## config.mk

```make
export PLATFORM = sky130hd
export DESIGN_NAME = mdu_seq
export DESIGN_NICKNAME = d
export VERILOG_FILES = /design/src/rtl/mdu_seq.sv
export SDC_FILE = /design/constraint.sdc
export NUM_CORES = 1
export LEC_CHECK = 0
export ABC_CLOCK_PERIOD_IN_PS = 4400
export CAP_MARGIN = 40
export CORE_MARGIN = 2
export CORE_UTILIZATION = 60
export CTS_BUF_LIST = sky130_fd_sc_hd__clkbuf_2 sky130_fd_sc_hd__clkbuf_4 sky130_fd_sc_hd__clkbuf_8
export CTS_CLUSTER_DIAMETER = 100
export DETAILED_ROUTE_END_ITERATION = 12
export DONT_BUFFER_PORTS = 1
export HOLD_SLACK_MARGIN = 0.08
export PLACE_DENSITY = 0.81
export SYNTH_ARGS = -nofsm -noshare
export SYNTH_HDL_FRONTEND = slang
export SYNTH_SLANG_ARGS = --single-unit
```

## constraint.sdc

```tcl
create_clock -name clk -period 4.4 [get_ports clk]
set_input_delay 0.66 -clock clk [delete_from_list [all_inputs] [get_ports clk]]
set_output_delay 0.66 -clock clk [all_outputs]
set_load 0.01 [all_outputs]
```

## src/rtl/mdu_seq.sv

```systemverilog
// mdu_seq: iterative RV32M multiply/divide sequencer.
// Computes one bit per cycle on operand magnitudes, then applies a sign fix.
// Divide-by-zero and signed-overflow divides skip the iteration entirely.
module mdu_seq #(
  parameter int WIDTH     = 32,
  parameter int CNT_WIDTH = 6
) (
  input  logic             clk,
  input  logic             rst,
  input  logic             start,
  input  logic [2:0]       op,
  input  logic [WIDTH-1:0] SrcA,
  input  logic [WIDTH-1:0] SrcB,
  output logic             busy,
  output logic             done,
  output logic [WIDTH-1:0] Result
);

  typedef enum logic [1:0] {IDLE, CALC, FIX, DONE} state_t;

  state_t               state, state_next;
  logic [2:0]           op_q;
  logic                 neg_q;
  logic [WIDTH-1:0]     opnd_q;   // multiplicand or divisor magnitude
  logic [WIDTH-1:0]     hi_q;     // product high half / partial remainder
  logic [WIDTH-1:0]     lo_q;     // multiplier bits / dividend-then-quotient
  logic [CNT_WIDTH-1:0] cnt_q;

  // Operand decode at start time
  logic             accept, a_signed, b_signed, sign_a, sign_b;
  logic             div_zero, div_ovf, special, neg_d;
  logic [WIDTH-1:0] mag_a, mag_b, special_res;

  // Iteration and sign-fix datapath
  logic [WIDTH:0]     mul_sum, div_shift, div_diff;
  logic [2*WIDTH-1:0] prod, prod_fix;
  logic [WIDTH-1:0]   div_sel, fix_res;

  assign busy = (state == CALC) || (state == FIX);
  assign done = (state == DONE);

  // Decode operands, signs and special cases presented with start
  always_comb begin
    // NOTE: every signal gets a default first so no path leaves it unassigned (no latch).
    special_res = '1;
    accept   = start && ((state == IDLE) || (state == DONE));
    a_signed = op[2] ? !op[0] : (op[1:0] != 2'b11);
    b_signed = op[2] ? !op[0] : !op[1];
    sign_a   = a_signed && SrcA[WIDTH-1];
    sign_b   = b_signed && SrcB[WIDTH-1];
    mag_a    = sign_a ? -SrcA : SrcA;
    mag_b    = sign_b ? -SrcB : SrcB;
    div_zero = (SrcB == '0);
    div_ovf  = op[2] && !op[0] && (SrcA == {1'b1, {(WIDTH-1){1'b0}}}) && (SrcB == '1);
    special  = op[2] && (div_zero || div_ovf);
    neg_d    = (op[2] && op[1]) ? sign_a : (sign_a ^ sign_b);
    if (div_zero)
      special_res = op[1] ? SrcA : '1;
    else if (div_ovf)
      special_res = op[1] ? '0 : SrcA;
  end

  // One shift-add / shift-subtract step and the final sign correction
  always_comb begin
    mul_sum   = {1'b0, hi_q} + (lo_q[0] ? {1'b0, opnd_q} : '0);
    div_shift = {hi_q, lo_q[WIDTH-1]};
    div_diff  = div_shift - {1'b0, opnd_q};
    prod      = {hi_q, lo_q};
    prod_fix  = neg_q ? -prod : prod;
    div_sel   = op_q[1] ? hi_q : lo_q;
    if (op_q[2])
      fix_res = neg_q ? -div_sel : div_sel;
    else if (op_q[1:0] == 2'b00)
      fix_res = prod_fix[WIDTH-1:0];
    else
      fix_res = prod_fix[2*WIDTH-1:WIDTH];
  end

  // State register
  always_ff @(posedge clk) begin
    // NOTE: sequential state uses non-blocking assignments so all registers update together.
    if (rst) state <= IDLE;
    else     state <= state_next;
  end

  // Next-state logic
  always_comb begin
    state_next = state;
    case (state)
      IDLE: if (start) state_next = special ? DONE : CALC;
      CALC: if (cnt_q == CNT_WIDTH'(1)) state_next = FIX;
      FIX:  state_next = DONE;
      DONE: state_next = start ? (special ? DONE : CALC) : IDLE;
      default: state_next = IDLE;
    endcase
  end

  // Datapath registers: operand capture, iteration, result load
  always_ff @(posedge clk) begin
    // NOTE: the datapath is reset too, so Result and accumulators read as zero after reset.
    if (rst) begin
      op_q   <= '0;
      neg_q  <= 1'b0;
      opnd_q <= '0;
      hi_q   <= '0;
      lo_q   <= '0;
      cnt_q  <= '0;
      Result <= '0;
    end else if (accept) begin
      op_q   <= op;
      neg_q  <= neg_d;
      opnd_q <= op[2] ? mag_b : mag_a;
      hi_q   <= '0;
      lo_q   <= op[2] ? mag_a : mag_b;
      cnt_q  <= CNT_WIDTH'(WIDTH);
      if (special) Result <= special_res;
    end else if (state == CALC) begin
      cnt_q <= cnt_q - 1'b1;
      if (op_q[2]) begin
        hi_q <= div_diff[WIDTH] ? div_shift[WIDTH-1:0] : div_diff[WIDTH-1:0];
        lo_q <= {lo_q[WIDTH-2:0], ~div_diff[WIDTH]};
      end else begin
        {hi_q, lo_q} <= {mul_sum, lo_q[WIDTH-1:1]};
      end
    end else if (state == FIX) begin
      Result <= fix_res;
    end
  end

endmodule

```

==> metrics.json <==
{
  "pwr": {
    "clkPwrFrac_pct": 9.2,
    "sw_frac_of_total_pct": 57.2,
    "vdd.ir_drop.worst_v": 0.000699,
    "comb_power_share_pct": 71.0,
    "power_frac_seq_pct": 19.8,
    "total_power_density_per_cell_area_nw_per_um2": 746,
    "p_sw_w": 0.00702,
    "p_int_w": 0.00526,
    "cellLeakagePower_nw": 6.01
  },
  "cells_and_area": {
    "syn_to_final_growth_pct": 3.64,
    "layout.filler_cells": 2431,
    "final_util_pct": 63.2,
    "layout-drive-gt1-share_pct": 6.75,
    "finalNetCount": 2327
  },
  "synth": {
    "postSynth.topFlopCell": "sky130_fd_sc_hd__dfxtp_1",
    "yosysSeqAreaShare_pct": 17.6,
    "postSynthAreaPerCell_um2": 6.93,
    "synth_enable_flop_cells": 0,
    "post_synth_instance_area_um2": 15900,
    "synthArstFlopShare_pct": 0,
    "ys.warnings.count": 0,
    "synth.ff_latch_count": 140,
    "cell_count_after_synthesis": 2294,
    "synth.net_count": 2442,
    "synth.lib_cells_used.distinct": 87
  },
  "detailed_routing": {
    "drc_errors": 0,
    "postRouteWirelength_um": 63000,
    "total_number_of_vias": 17700,
    "drt-vias-per-instance": 7.02,
    "first_pass_iters": 9,
    "number_of_design_rule_violations_left_by_the_first_detailed_router_iteration": 2338,
    "ant_nets": 0,
    "routedWlPerCell_um": 24.9
  },
  "floorplan": {
    "die_h_um": 167,
    "floorplan.die_area_um2": 27800,
    "rows": 59,
    "chipWidth_um": 167,
    "initial_standard_cell_utilization_of_the_core_pct": 61.0,
    "pin_count": 104,
    "coreArea_um2": 26100
  },
  "clock_tree": {
    "cts_tree": "built",
    "clock_latency_reported_for_the_late_side_of_the_worst_skew_pair_ns": 0.49,
    "post_cts_resized": 0,
    "clock_tree.buffer_depth": 2,
    "cts_num_sinks": 140,
    "cts.reportedPaths.clkPinSlew_ns": 0.10,
    "post_cts.repair.setup_buffers": 0,
    "cts_root_buf": "sky130_fd_sc_hd__clkbuf_8",
    "ctsHtreeMaxLevel": 4,
    "cts_made_buffers": 17,
    "cts_hold_repair.buffers": 0
  },
  "setup_path": {
    "setup.reg_to_reg.worst_slack_ns": 0.23,
    "crit_path_max_fanout": 26,
    "timing.critical_path.required_ns": 4.74,
    "critPathTopFamily": "compound AO/OA/AOI/OAI gates",
    "timing.critical_path.arrival_ns": 4.51,
    "startpoint_type": "flop",
    "worstPathCellList": "mux2i_1 > ha_1 > o21ai_0 > nor4_1 > buf_4 > nand3_1 > nor3_1 > mux2_2 > a221o_1 > a21oi_1 > o32ai_1",
    "timing.critical_path.slowest_cell_delay_ns": 0.80,
    "worst_r2r_startpoint": "op_q[1]",
    "r2r_end": "Result[30]",
    "worstRegToRegCells": 11,
    "critical-path-slowest-cell": "sky130_fd_sc_hd__dfxtp_2",
    "setup.worst_path.end_class": "flop",
    "worst_setup_path_category": "flop to flop",
    "critPathBufInv": 1
  },
  "hold_path": {
    "hold_class": "input port to flop",
    "timing.hold.worst_path_depth": 1,
    "hp-start": "rst",
    "whs_endpoint": "lo_q[19]"
  },
  "timing": {
    "rsz0062_at_grt": "no",
    "achievable-frequency_mhz": 240,
    "worst_slew_pin_slew_ns": 0.868,
    "number_of_endpoints_failing_setup_at_the_final_stage": 0,
    "maxSlewHeadroom_pct": 42.1,
    "tcrit_tclk_final_pct": 94.8,
    "setup-tns-final_ns": 0,
    "finalCriticalPeriod_ns": 4.17,
    "hold_viol_final": 0,
    "skew_ns": 0.0298,
    "timing_max_transition_violations_final": 0
  },
  "placement": {
    "routability_congestion_estimate_from_global_placement": 1.04,
    "io_buffer_count": 0,
    "hpwlAfterDp_um": 48400
  },
  "flow_run": {
    "cap_viol_max_count": 0
  },
  "global_route": {
    "antenna_found_initial": 4,
    "grt_start_max_net_pins": 99,
    "overflow": 0,
    "groute.usage.overall_pct": 43.7,
    "first_global_vias": 16100,
    "wire_length_of_the_first_global_routing_pass_um": 95300
  },
  "status": {
    "run_status": "finished, final reports clean"
  }
}
[power groups by stage]
stage          clock [W]  combinational [W]  sequential [W]
2_1_floorplan          0            0.00623         0.00195
3_3_place_gp           0            0.00823         0.00240
3_5_place_dp           0            0.00830         0.00241
4_1_cts          0.00113            0.00836         0.00238
5_1_grt          0.00119            0.00931         0.00245
6_report         0.00114            0.00872         0.00243
[cell usage in the layout (no fill, tap or decap), types with 19 or more instances in the layout]
master | Yosys | layout
sky130_fd_sc_hd__nor2_1 | 259 | 259
sky130_fd_sc_hd__nand2_1 | 242 | 242
sky130_fd_sc_hd__a21oi_1 | 213 | 213
sky130_fd_sc_hd__dfxtp_1 | 140 | 137
sky130_fd_sc_hd__o21ai_0 | 137 | 136
sky130_fd_sc_hd__xnor2_1 | 102 | 102
sky130_fd_sc_hd__xor2_1 | 85 | 84
sky130_fd_sc_hd__ha_1 | 76 | 75
sky130_fd_sc_hd__inv_1 | 68 | 68
sky130_fd_sc_hd__mux2i_1 | 68 | 68
sky130_fd_sc_hd__nor3_1 | 67 | 67
sky130_fd_sc_hd__o211ai_1 | 64 | 64
sky130_fd_sc_hd__nand3_1 | 48 | 48
sky130_fd_sc_hd__buf_4 | 2 | 46
sky130_fd_sc_hd__a211oi_1 | 45 | 45
sky130_fd_sc_hd__o31ai_1 | 43 | 43
sky130_fd_sc_hd__a31oi_1 | 34 | 34
sky130_fd_sc_hd__nand4_1 | 31 | 31
sky130_fd_sc_hd__o22ai_1 | 30 | 30
sky130_fd_sc_hd__a21o_1 | 23 | 23
sky130_fd_sc_hd__nand2b_1 | 24 | 23
sky130_fd_sc_hd__nor4_1 | 20 | 20
sky130_fd_sc_hd__or3_1 | 19 | 19
sky130_fd_sc_hd__o41ai_1 | 19 | 19
[how the worst max path moves through the flow]
| stage | startpoint | depth (start not counted) | endpoint | slack, ns |
|---|---|---|---|---|
| global placement | op_q[1] | 11 | Result[30] | 0.43 |
| detailed placement | op_q[1] | 11 | Result[30] | 0.44 |
| CTS | op_q[1] | 11 | Result[30] | 0.43 |
| global route | op_q[1] | 11 | Result[30] | 0.16 |
| finish | op_q[1] | 11 | Result[30] | 0.23 |
| floorplan | op_q[1] | 17 | Result[30] | 0.41 |
[layer usage]
metal  up-vias  GRT usage (%)  routed length [µm]
li1       8123              -                   -
met2      1173           63.7               25800
met1      8207           57.8               24900
met5         -              0                  41
met4         6           23.4                3970
met3       226           13.5                8240
[cells in the mapped netlist, drive strengths merged (6+ instances only)]
master,count,area (µm²)
nor2,260,978
nand2,242,908
a21oi,213,1070
o21ai,144,736
clkbuf,140,526
dfxtp,140,2800
xnor2,103,910
xor2,85,744
ha,76,951
nor3,69,355
inv,68,255
mux2i,68,681
o211ai,64,480
nand3,48,240
buf,46,229
a211oi,45,338
o31ai,44,344
a31oi,34,213
nand4,32,206
o22ai,30,188
nor4,25,196
nand2b,24,150
a21o,23,173
o41ai,19,166
or3,19,119
or2,18,113
nor2b,16,100
o21a,15,113
or4,15,124
and3,12,75.1
o221ai,11,96.3
mux2,10,113
o32ai,10,95.1
a311oi,9,78.8
nor3b,9,78.8
a211o,8,70.1
a22o,7,61.3
and2,7,43.8
o211a,6,60.1
[state kept, by name, summed over array words and instances, names as in the netlist]
name    count
opnd_q     32
hi_q       32
cnt_q       6
Result     32
op_q        3
state       2
neg_q       1
lo_q       32
[cells by family after synthesis]
family                   count (synthesis)  share of synthesized area [%]
flip-flops                             140                           17.6
multiplexers                            78                           4.99
buffers and inverters                  256                           6.40
AND/OR/NAND/NOR                        822                           24.7
AO/OA/AOI/OAI                          732                           29.7
adder cells (fa/ha/maj)                 78                           6.23
XOR/XNOR                               188                           10.4
[final cells by class]
class,instances,area (µm²),share of cell area [%]
clock inverter,15,189,1.15
tap,335,419,2.54
sequential,140,2810,17.0
clock buffer,17,234,1.42
inverter,70,263,1.59
timing repair buffer,52,449,2.73
multi-input combinational,1898,12100,73.5
antenna,1,2.50,0.0152
[per-stage QoR]
step,hold WS [ns],worst slack [ns],instance area [µm²],std cells,power [W]
finish,0.254,0.227,16500,2528,0.0123
global route,0.243,0.157,16500,2527,0.0129
CTS,0.237,0.429,16500,2527,0.0119
detailed placement,0.442,0.442,16100,2495,0.0107
global placement,0.435,0.434,16000,2492,0.0106
floorplan,0.432,0.408,15900,2294,0.00818
Power figures use the tool's default switching activity.
